`src/rtl/pc_gen.sv`:
```
// Program counter generator: trap, redirect, return-stack and sequential
// next-PC selection with a circular return-address stack.
module pc_gen #(
    parameter int unsigned     XLEN         = 32,
    parameter logic [XLEN-1:0] RESET_VECTOR = 'h01000000,
    parameter logic [XLEN-1:0] TRAP_VECTOR  = 'h00000100,
    parameter int unsigned     RAS_DEPTH    = 4
) (
    input  logic            clk,
    input  logic            rst,
    input  logic            en,
    input  logic            trap_valid,
    input  logic            redir_valid,
    input  logic [XLEN-1:0] redir_target,
    input  logic            call,
    input  logic            ret,
    output logic [XLEN-1:0] pc,
    output logic            ras_empty,
    output logic            ras_full,
    output logic            misalign,
    output logic            ras_underflow
);

    localparam int unsigned PW = (RAS_DEPTH > 1) ? $clog2(RAS_DEPTH) : 1;
    localparam int unsigned CW = $clog2(RAS_DEPTH + 1);
    localparam logic [PW-1:0] LAST = PW'(RAS_DEPTH - 1);
    localparam logic [CW-1:0] FULL = CW'(RAS_DEPTH);

    logic [XLEN-1:0] r_ras [RAS_DEPTH];
    logic [XLEN-1:0] r_pc;
    logic [PW-1:0]   r_top;
    logic [CW-1:0]   r_cnt;
    logic            r_mis;
    logic            r_uf;

    logic [XLEN-1:0] w_seq;
    logic [XLEN-1:0] w_pc_nxt;
    logic [PW-1:0]   w_top_inc;
    logic [PW-1:0]   w_top_dec;
    logic [PW-1:0]   w_top_nxt;
    logic [CW-1:0]   w_cnt_nxt;
    logic            w_mis_nxt;
    logic            w_uf_nxt;
    logic            w_pop;
    logic            w_wr;
    logic [PW-1:0]   w_wr_idx;

    assign w_seq     = r_pc + XLEN'(4);
    assign w_top_inc = (r_top == LAST) ? '0 : r_top + PW'(1);
    assign w_top_dec = (r_top == '0) ? LAST : r_top - PW'(1);

    assign pc            = r_pc;
    assign ras_empty     = (r_cnt == '0);
    assign ras_full      = (r_cnt == FULL);
    assign misalign      = r_mis;
    assign ras_underflow = r_uf;

    always_comb begin
        w_pc_nxt  = w_seq;
        w_top_nxt = r_top;
        w_cnt_nxt = r_cnt;
        w_mis_nxt = 1'b0;
        w_uf_nxt  = 1'b0;
        w_pop     = 1'b0;
        w_wr      = 1'b0;
        w_wr_idx  = r_top;
        if (trap_valid) begin
            w_pc_nxt  = TRAP_VECTOR;
            w_cnt_nxt = '0;
        end else begin
            w_pop    = ret && !redir_valid && !ras_empty;
            w_uf_nxt = ret && !redir_valid && ras_empty;
            if (redir_valid) begin
                w_pc_nxt  = {redir_target[XLEN-1:2], 2'b00};
                w_mis_nxt = |redir_target[1:0];
            end else if (w_pop) begin
                w_pc_nxt = r_ras[r_top];
            end
            // Call with a pop rewrites the top in place, so depth is unchanged
            if (call && w_pop) begin
                w_wr = 1'b1;
            end else if (call) begin
                w_wr      = 1'b1;
                w_wr_idx  = w_top_inc;
                w_top_nxt = w_top_inc;
                if (!ras_full) begin
                    w_cnt_nxt = r_cnt + CW'(1);
                end
            end else if (w_pop) begin
                w_top_nxt = w_top_dec;
                w_cnt_nxt = r_cnt - CW'(1);
            end
        end
    end

    always_ff @(posedge clk or negedge rst) begin
        if (!rst) begin
            r_pc  <= RESET_VECTOR;
            r_top <= '0;
            r_cnt <= '0;
            r_mis <= 1'b0;
            r_uf  <= 1'b0;
        end else if (en) begin
            r_pc  <= w_pc_nxt;
            r_top <= w_top_nxt;
            r_cnt <= w_cnt_nxt;
            r_mis <= w_mis_nxt;
            r_uf  <= w_uf_nxt;
        end
    end

    // Entry contents need no reset; the count alone marks them valid
    always_ff @(posedge clk) begin
        if (en && w_wr) begin
            r_ras[w_wr_idx] <= w_seq;
        end
    end

endmodule

```
`config.mk`:
```
export PLATFORM = sky130hd
export DESIGN_NAME = pc_gen
export DESIGN_NICKNAME = d
export VERILOG_FILES = /design/src/rtl/pc_gen.sv
export SDC_FILE = /design/constraint.sdc
export NUM_CORES = 1
export LEC_CHECK = 0
export CAP_MARGIN = 30
export CORE_MARGIN = 8
export CORE_UTILIZATION = 30
export CTS_CLUSTER_SIZE = 24
export DETAILED_ROUTE_END_ITERATION = 6
export PLACE_DENSITY_LB_ADDON = 0.2
export SLEW_MARGIN = 20
export SYNTH_ARGS = -nofsm -noshare
export SYNTH_HDL_FRONTEND = slang
export SYNTH_SLANG_ARGS = --single-unit
```
`constraint.sdc`:
```
create_clock -name clk -period 3.5 [get_ports clk]
set_input_delay 0.875 -clock clk [delete_from_list [all_inputs] [get_ports clk]]
set_output_delay 0.875 -clock clk [all_outputs]
set_load 0.02 [all_outputs]
```
## Yosys cells after proc, flatten, opt, wreduce, memory -nomap -nowiden

Memories as Yosys holds them, arrays and structs flattened.
Index checks and enable logic that the tools add are counted.
Widths: inputs -> output; s select.

| word-level totals | value |
|---|---|
| register bits after elaboration | 39 |
| bits in writable memories | 128 |
| input bits | 39 |
| output and inout port bits | 36 |
| word-level logic and storage cells | 54 |
| memories kept | 1 |

Memory list:

| name | depth | bits a word | read ports | clocked after memory_dff | wr ports | RTL line | text |
|---|---|---|---|---|---|---|---|
| r_ras | 4 | 32 | 1 | 0 | 1 | 29 | `logic [XLEN-1:0] r_ras [RAS_DEPTH];` |

| operators by class | value |
|---|---|
| $add $sub $neg | 5 |
| equal/unequal tests | 4 |
| mux-type cells | 23 |
| bitwise logic cells | 2 |
| reduce and logical (&&, ||, !) cells | 14 |

Operators by type and width:

| cell | number |
|---|---|
| $mux 32 | 3 |
| $add 32x3->32 const B | 1 |
| $mux 3 | 5 |
| $mux 2 | 7 |
| $mux 1 | 8 |
| $reduce_and 4->1 | 2 |
| $logic_and 1x1->1 | 5 |
| $add 3x1->3 const B | 1 |
| $eq 3x3->1 const B | 1 |
| $logic_not 3->1 | 1 |
| $ne 3x3->1 const B | 1 |
| $reduce_bool 3->1 | 1 |
| $sub 3x1->3 const B | 1 |
| $add 2x1->2 const B | 1 |
| $eq 2x2->1 const B | 1 |
| $logic_not 1->1 | 2 |
| $logic_not 2->1 | 1 |
| $ne 2x2->1 const B | 1 |
| $not 1->1 | 2 |
| $reduce_bool 2->1 | 1 |
| $reduce_or 2->1 | 1 |
| $sub 2x1->2 const B | 1 |

## Logic depth before layout (Yosys ltp)

Gate-level depths: netlist (run 1).

| logic depth | value |
|---|---|
| depth in word-level cells | 9 |
| mapped depth | 9 |
| mapped depth without buffers | 6 |

## Worst setup path after synthesis (run 1)

Ideal clock, no wire load.

| timing | value |
|---|---|
| path kind | input -> register |
| start | in en |
| end | mem r_ras[0][0], enable pin |
| setup time | 0.421 ns |
| arrival | 3.283 ns |
| required time | 3.079 ns |
| path slack | -0.204 ns |
| stages on the path | 6 |
| path buffers | 2 |
| path through | clkbuf_1 clkinv_1 nor2_1 clkbuf_1 nand3_1 nor2_1 |

| between the ends | value |
|---|---|
| longest elaborated chain between the ends | 3 |

Ends and longest elaborated chain:

| element | RTL line | text |
|---|---|---|
| start: declaration | 11 | `input logic en,` |
| $logic_and 1x1->1 | 114 | `if (en && w_wr) begin` |
| $mux 1 | 114 |  |
| $mux 1 (implied by the code) | 115 | `r_ras[w_wr_idx] <= w_seq;` |
| end: declaration | 29 |  |

Every way passes these cells.

## Final worst setup path (run 1)

| timing | value |
|---|---|
| start | reg r_cnt[1] |
| end | out ras_empty |

| between the ends | value |
|---|---|
| longest elaborated chain between the ends | 1 |

Ends and longest elaborated chain:

| element | RTL line | text |
|---|---|---|
| start: declaration | 32 | `logic [CW-1:0] r_cnt;` |
| start signal: assignment | 106 | `r_cnt <= w_cnt_nxt;` |
| $logic_not 3->1 | 53 | `assign ras_empty = (r_cnt == '0);` |
| end: declaration | 18 | `output logic ras_empty,` |

Every way passes these cells.

==> results.cfg, run 1 <==
[run_status]
status = finished, final reports clean

[finish]
finalInstanceArea_um2 = 9700
final_util_pct = 37.6
synthToLayoutAreaGrowth_pct = 24.7
nets = 668
stdcell_count = 973
fill_cells = 2418
drive_gt1_share_pct = 18.2
antenna_cells = 0

[synthesis]
synth-seq-cells = 167
yosysSeqAreaShare_pct = 62.0
synth-edff-count = 128
synth_cell_types = 67
async_flop_share_pct = 23.4
yosysTopAreaCell = edfxtp_1
yosys.area.top_type_share_pct = 49.5
yosys_warnings = 0
synthCells = 540
netlist_area_um2 = 7770
postSynthNetCount = 583
synthTopCellsByArea = edfxtp_1 49%, dfrtp_1 12%, mux4_2 9.3%
synth_ff_type = edfxtp_1
postSynthAreaPerCell_um2 = 14.4

[detailed_routing]
antenna_left = 0
wl_per_cell_um = 23.5
drt-pass1-iter-count = 7
vias = 5242
drtIter0Drc = 595
drcViolationCount = 0
vias_per_cell = 5.39
drt-total-wl_mm = 22.8

[cts]
root_buffer = clkbuf_16
clock_sinks = 167
cts_resized = 0
path_clk_slew_ns = 0.07
post-cts-setup-buffers = 0
clockBufferDepth = 2
postCtsHoldBufs = 0
h-tree-depth = 4
cts_tree = built
clk_latency_ns = 0.43
cts_buffers = 17

[worst_setup_path]
worst-r2r-setup-slack_ns = 0.90
start_kind = flip-flop
crit_required_ns = 2.62
crit_family = buffers and inverters
crit_chain = or3_1 > inv_2 > clkdlybuf4s50_1
crit_buf_inv = 2
slowest_delay_ns = 0.62
critPathArrivalTime_ns = 2.16
crit_type = flip-flop to output pin
end_kind = output pin
crit_fanout = 8
slowest_stage = clkdlybuf4s50_1

[timing]
min_period_over_period_pct = 86.7
slew_violations = 0
whs_ns = 0.497
setup_viol = 0
grt_setup_unrepaired = false
hold_violations = 0
fin_skew_ns = 0.0165
fin_setup_tns_ns = 0
worst_pin_slew_ns = 0.773
fmax_ghz = 0.329
min_period_ns = 3.04
relSlewSlack_pct = 48.4

[power]
max-vdd-ir-drop_uv = 310
power.leakage_nw = 3.28
power.density_nw_per_um2 = 626

[floorplanning]
num_io_pins = 75
row_count = 59
die_h_um = 177
die_w_um = 177
dieArea_um2 = 31300
start_util_pct = 30.2
fp.coreArea_um2 = 25800

[placement]
placed_area_um2 = 9060
place_inst = 941
routabilityCongestion = 0.806
hpwl_mm = 15.3
io_buffers = 74

[global_route]
overflow = 0
grt_pass1_vias = 5553
antenna_found_initial = 0
grt_usage_pct = 15.0
grt_pass1_wl_mm = 34.9
grt_max_degree = 39

[run]
drv_cap = 0

[min_path]
hold_class = flip-flop to flip-flop
per-layer routing:
metal  global-route usage (%)  routed length, um  share of wire (%)  vias up
li1                         -                  -                  -     2309
met1                     20.8              10600                 46     2706
met2                     22.8              10400                 45      204
met3                     3.58               1570                6.9       23
met4                     4.38                320                1.4        0
met5                        0                  0                  0        -
where the power goes:
group | leakage, nW | internal [mW] | total [mW] | switching (mW)
Combinational | 1.29 | 0.667 | 1.50 | 0.831
Clock | 0.309 | 1.27 | 2.06 | 0.792
Sequential | 1.68 | 2.36 | 2.51 | 0.149
Total | 3.28 | 4.30 | 6.07 | 1.77
metrics by stage:
| step | power (mW) | setup WS, ns |
|---|---|---|
| after detailed placement | 4.07 | 0.398 |
| after global routing | 6.33 | 0.387 |
| after floorplan | 3.49 | -0.204 |
| after CTS | 6.12 | 0.435 |
| after global placement | 4.05 | 0.441 |
| final | 6.07 | 0.465 |
kinds of logic after synthesis:
family	after synthesis	synth area share [%]
and+or+nand+nor	114	8.69
adders and majority gates	4	0.741
xor gates and xnor gates	27	3.04
buffers and inverters	61	3.33
muxes	37	9.92
AOI/OAI and AO/OA	130	12.3
DFF	167	62.0
sequential cells by signal, indices dropped and copies added (netlist names):
name and flops:
r_ras 128, r_top 2, ras_underflow 1, misalign 1, r_cnt 3, pc 32
worst paths after layout:
path | cells past startpoint | startpoint | endpoint
hold reg to reg | 1 | ras_underflow$_DFFE_PN0P_ | ras_underflow$_DFFE_PN0P_
min in group asynchronous | 1 | rst | pc[0]$_DFFE_PN0P_
setup reg to reg | 7 | r_cnt[1]$_DFFE_PN0P_ | r_ras[3][15]$_DFFE_PP_
setup / recovery | 3 | r_cnt[1]$_DFFE_PN0P_ | ras_empty
max in group asynchronous | 2 | rst | pc[17]$_DFFE_PN0P_
hold / removal | 1 | ras_underflow$_DFFE_PN0P_ | ras_underflow$_DFFE_PN0P_
cells in the mapped netlist (all sizes together) (4+ instances only):
cell type,number
edfxtp,128
dfrtp,38
mux4,32
o21ai,27
inv,26
nor2,23
nand2,22
buf,21
xnor2,20
nand3,17
a21oi,16
o2bb2ai,16
clkbuf,12
o221ai,11
nor3,10
nor4,10
o211ai,9
nand4,7
o22ai,7
xor2,7
and3,6
o31ai,6
a22o,5
mux2i,5
or3,5
o221a,4
worst reg2reg max path, stage by stage, from the launching register on:
cell and delay, ns:
dfrtp_1 0.40, or3_1 0.55, inv_2 0.16, o211ai_1 0.13, mux2i_1 0.16, or3_1 0.48
nor2_4 0.14, buf_12 0.25
layout make-up:
class	instances	area [um2]	share of cell area [%]
inverters	28	105	1.08
flip-flops and latches	167	4820	49.7
multi-input cells	312	2730	28.1
well taps	335	419	4.32
repair buffers	99	986	10.2
clock buffers	20	437	4.50
clock inverters	12	199	2.05
cells in the final DEF, fill, tap and decap left out, types with 5 or more instances in the layout:
cell type	n
o22ai_1	7
nand2_1	22
o21ai_0	25
nor3_1	8
and3_1	6
xnor2_1	20
xor2_1	7
clkbuf_16	17
mux4_2	32
dfrtp_1	37
buf_12	5
a21oi_1	16
edfxtp_1	128
inv_1	25
or3_1	5
o211ai_1	9
mux2i_1	5
bufinv_16	5
o221ai_1	11
o31ai_1	6
nor4_1	5
clkdlybuf4s50_1	73
o2bb2ai_1	15
a22o_1	5
nor2_1	17
nand3_1	17
buf_4	20
No activity file was read; power rests on OpenSTA's default activity.
==> run 2: changes to the inputs <==
--- a/config.mk
+++ b/config.mk
@@ -10,8 +10,8 @@
 export CORE_UTILIZATION = 30
 export CTS_CLUSTER_SIZE = 24
 export DETAILED_ROUTE_END_ITERATION = 6
-export PLACE_DENSITY_LB_ADDON = 0.2
 export SLEW_MARGIN = 20
 export SYNTH_ARGS = -nofsm -noshare
 export SYNTH_HDL_FRONTEND = slang
 export SYNTH_SLANG_ARGS = --single-unit
+export TNS_END_PERCENT = 50
==> constraint.sdc (replaced) <==
create_clock -name clk -period 3.4 [get_ports clk]
set_input_delay 0.85 -clock clk [delete_from_list [all_inputs] [get_ports clk]]
set_output_delay 0.85 -clock clk [all_outputs]
set_load 0.02 [all_outputs]
==> results.cfg, run 2 (synthesis gave the netlist of run 1 again) <==
[power]
pwr-share-seq_pct = 43.1
p_clk_share_pct = 32.0
internal_power_mw = 4.23
p_total_mw = 6.12
max-vdd-ir-drop_uv = 344
power.density_nw_per_um2 = 631
switchingPower_mw = 1.89
power_frac_comb_pct = 24.9
power.leakage_nw = 3.28
switching_share_pct = 30.9

[finish]
drive_gt1_share_pct = 19.3
layout_commonest_cell = edfxtp_1
antenna_cells = 0
top_register = r_ras
largest_reg_flops = 128
stdcell_count = 979
nets = 674
synthToLayoutAreaGrowth_pct = 24.7
finalInstanceArea_um2 = 9690
layout_common_cells = 128 x edfxtp_1, 73 x clkdlybuf4s50_1, 37 x dfrtp_1
final_util_pct = 37.6

[detailed_routing]
drt-pass1-iter-count = 5
wl_per_cell_um = 23.3
drcViolationCount = 0
antenna_left = 0
drt-total-wl_mm = 22.8
vias = 5419
drtIter0Drc = 569
vias_per_cell = 5.54

[worst_setup_path]
slowest_delay_ns = 0.63
start_kind = flip-flop
crit_type = flip-flop to output pin
critPathArrivalTime_ns = 2.24
crit_family = buffers and inverters
slowest_stage = clkdlybuf4s50_1
crit_fanout = 8
crit_buf_inv = 2
crit_required_ns = 2.55
end_kind = output pin
crit_chain = or3_1 > inv_2 > clkdlybuf4s50_1

[cts]
cts_resized = 0
root_buffer = clkbuf_16
clk_latency_ns = 0.43
clockBufferDepth = 2
cts_tree = built
postCtsHoldBufs = 0
h-tree-depth = 4
post-cts-setup-buffers = 0
clock_sinks = 167
cts_buffers = 17
path_clk_slew_ns = 0.07

[timing]
worst_pin_slew_ns = 0.720
grt_setup_unrepaired = false
min_period_ns = 3.09
fmax_ghz = 0.323
setup_viol = 0
slew_violations = 0
min_period_over_period_pct = 91.0
relSlewSlack_pct = 51.9
fin_skew_ns = 0.0101
hold_violations = 0

[floorplanning]
num_io_pins = 75
die_w_um = 177
row_count = 59
die_h_um = 177
dieArea_um2 = 31300
start_util_pct = 30.2
fp.coreArea_um2 = 25800

[global_route]
grt_pass1_vias = 5411
grt_max_degree = 28
grt_usage_pct = 14.9
overflow = 0
grt_pass1_wl_mm = 34.7
antenna_found_initial = 0

[placement]
routabilityCongestion = 0.817
hpwl_mm = 15.7
io_buffers = 74
placed_area_um2 = 9090
place_inst = 947

[run_status]
status = finished, final reports clean

[min_path]
hold_class = input port to async pin

[run]
drv_cap = 0
[run 2: cell count changes in the layout (fill, tap and decap cells not counted), moves of 2 or more]
cell       delta
buf_4         +7
inv_8         +2
clkinv_4      +2
bufinv_16     -3
clkbuf_1      -3
[run 2: power groups by stage]
| stage | registers, mW | logic [mW] | clock network (mW) |
|---|---|---|---|
| 2_1_floorplan | 2.63 | 0.954 | 0 |
| 3_3_place_gp | 2.67 | 1.51 | 0 |
| 3_5_place_dp | 2.68 | 1.52 | 0 |
| 4_1_cts | 2.64 | 1.53 | 1.99 |
| 5_1_grt | 2.66 | 1.64 | 2.06 |
| 6_report | 2.64 | 1.52 | 1.96 |
[run 2: path summary, 6_finish.rpt]
path | to | startpoint | cells after the start | slack (ns)
max in group asynchronous | pc[24]$_DFFE_PN1P_ | rst | 2 | 2.42
worst max register to register | r_ras[2][14]$_DFFE_PP_ | r_cnt[1]$_DFFE_PN0P_ | 7 | 0.74
worst min-delay path | pc[7]$_DFFE_PN0P_ | rst | 1 | 0.36
min in group clk | ras_underflow$_DFFE_PN0P_ | ras_underflow$_DFFE_PN0P_ | 1 | 0.49
worst min register to register | ras_underflow$_DFFE_PN0P_ | ras_underflow$_DFFE_PN0P_ | 1 | 0.49
worst max-delay path | ras_empty | r_cnt[1]$_DFFE_PN0P_ | 3 | 0.31
[run 2: cell type report]
cell class | instances | area [um2]
clock inverters | 15 | 171
clock buffers | 17 | 425
repair buffers | 105 | 1020
flip-flops and latches | 167 | 4820
inverters | 28 | 105
well taps | 335 | 419
multi-input cells | 312 | 2730
fillers | 2410 | 16100
[run 2: per-stage QoR]
step	TNS, ns	worst slack, ns	hold slack, ns
floorplan	-28.28	-0.279	0.520
global placement	0	0.342	0.481
detailed placement	0	0.380	0.484
CTS	0	0.304	0.354
global route	0	0.246	0.371
finish	0	0.306	0.356
[run 2: layer usage]
layer	vias to the layer above	global-route usage [%]	wire [um]
met1	2746	21.0	10200
met4	0	3.54	161
met3	14	4.52	2270
met2	324	21.9	10100
met5	-	0	0
li1	2335	-	-
==> run 3: changes to the inputs <==
--- a/config.mk
+++ b/config.mk
@@ -8,8 +8,8 @@
 export CAP_MARGIN = 30
 export CORE_MARGIN = 8
 export CORE_UTILIZATION = 30
-export CTS_CLUSTER_SIZE = 24
 export DETAILED_ROUTE_END_ITERATION = 6
+export SKIP_CTS_REPAIR_TIMING = 1
 export SLEW_MARGIN = 20
 export SYNTH_ARGS = -nofsm -noshare
 export SYNTH_HDL_FRONTEND = slang
==> results of run 3 <==
Final layout, timing and power as in run 2 (identical DEF).
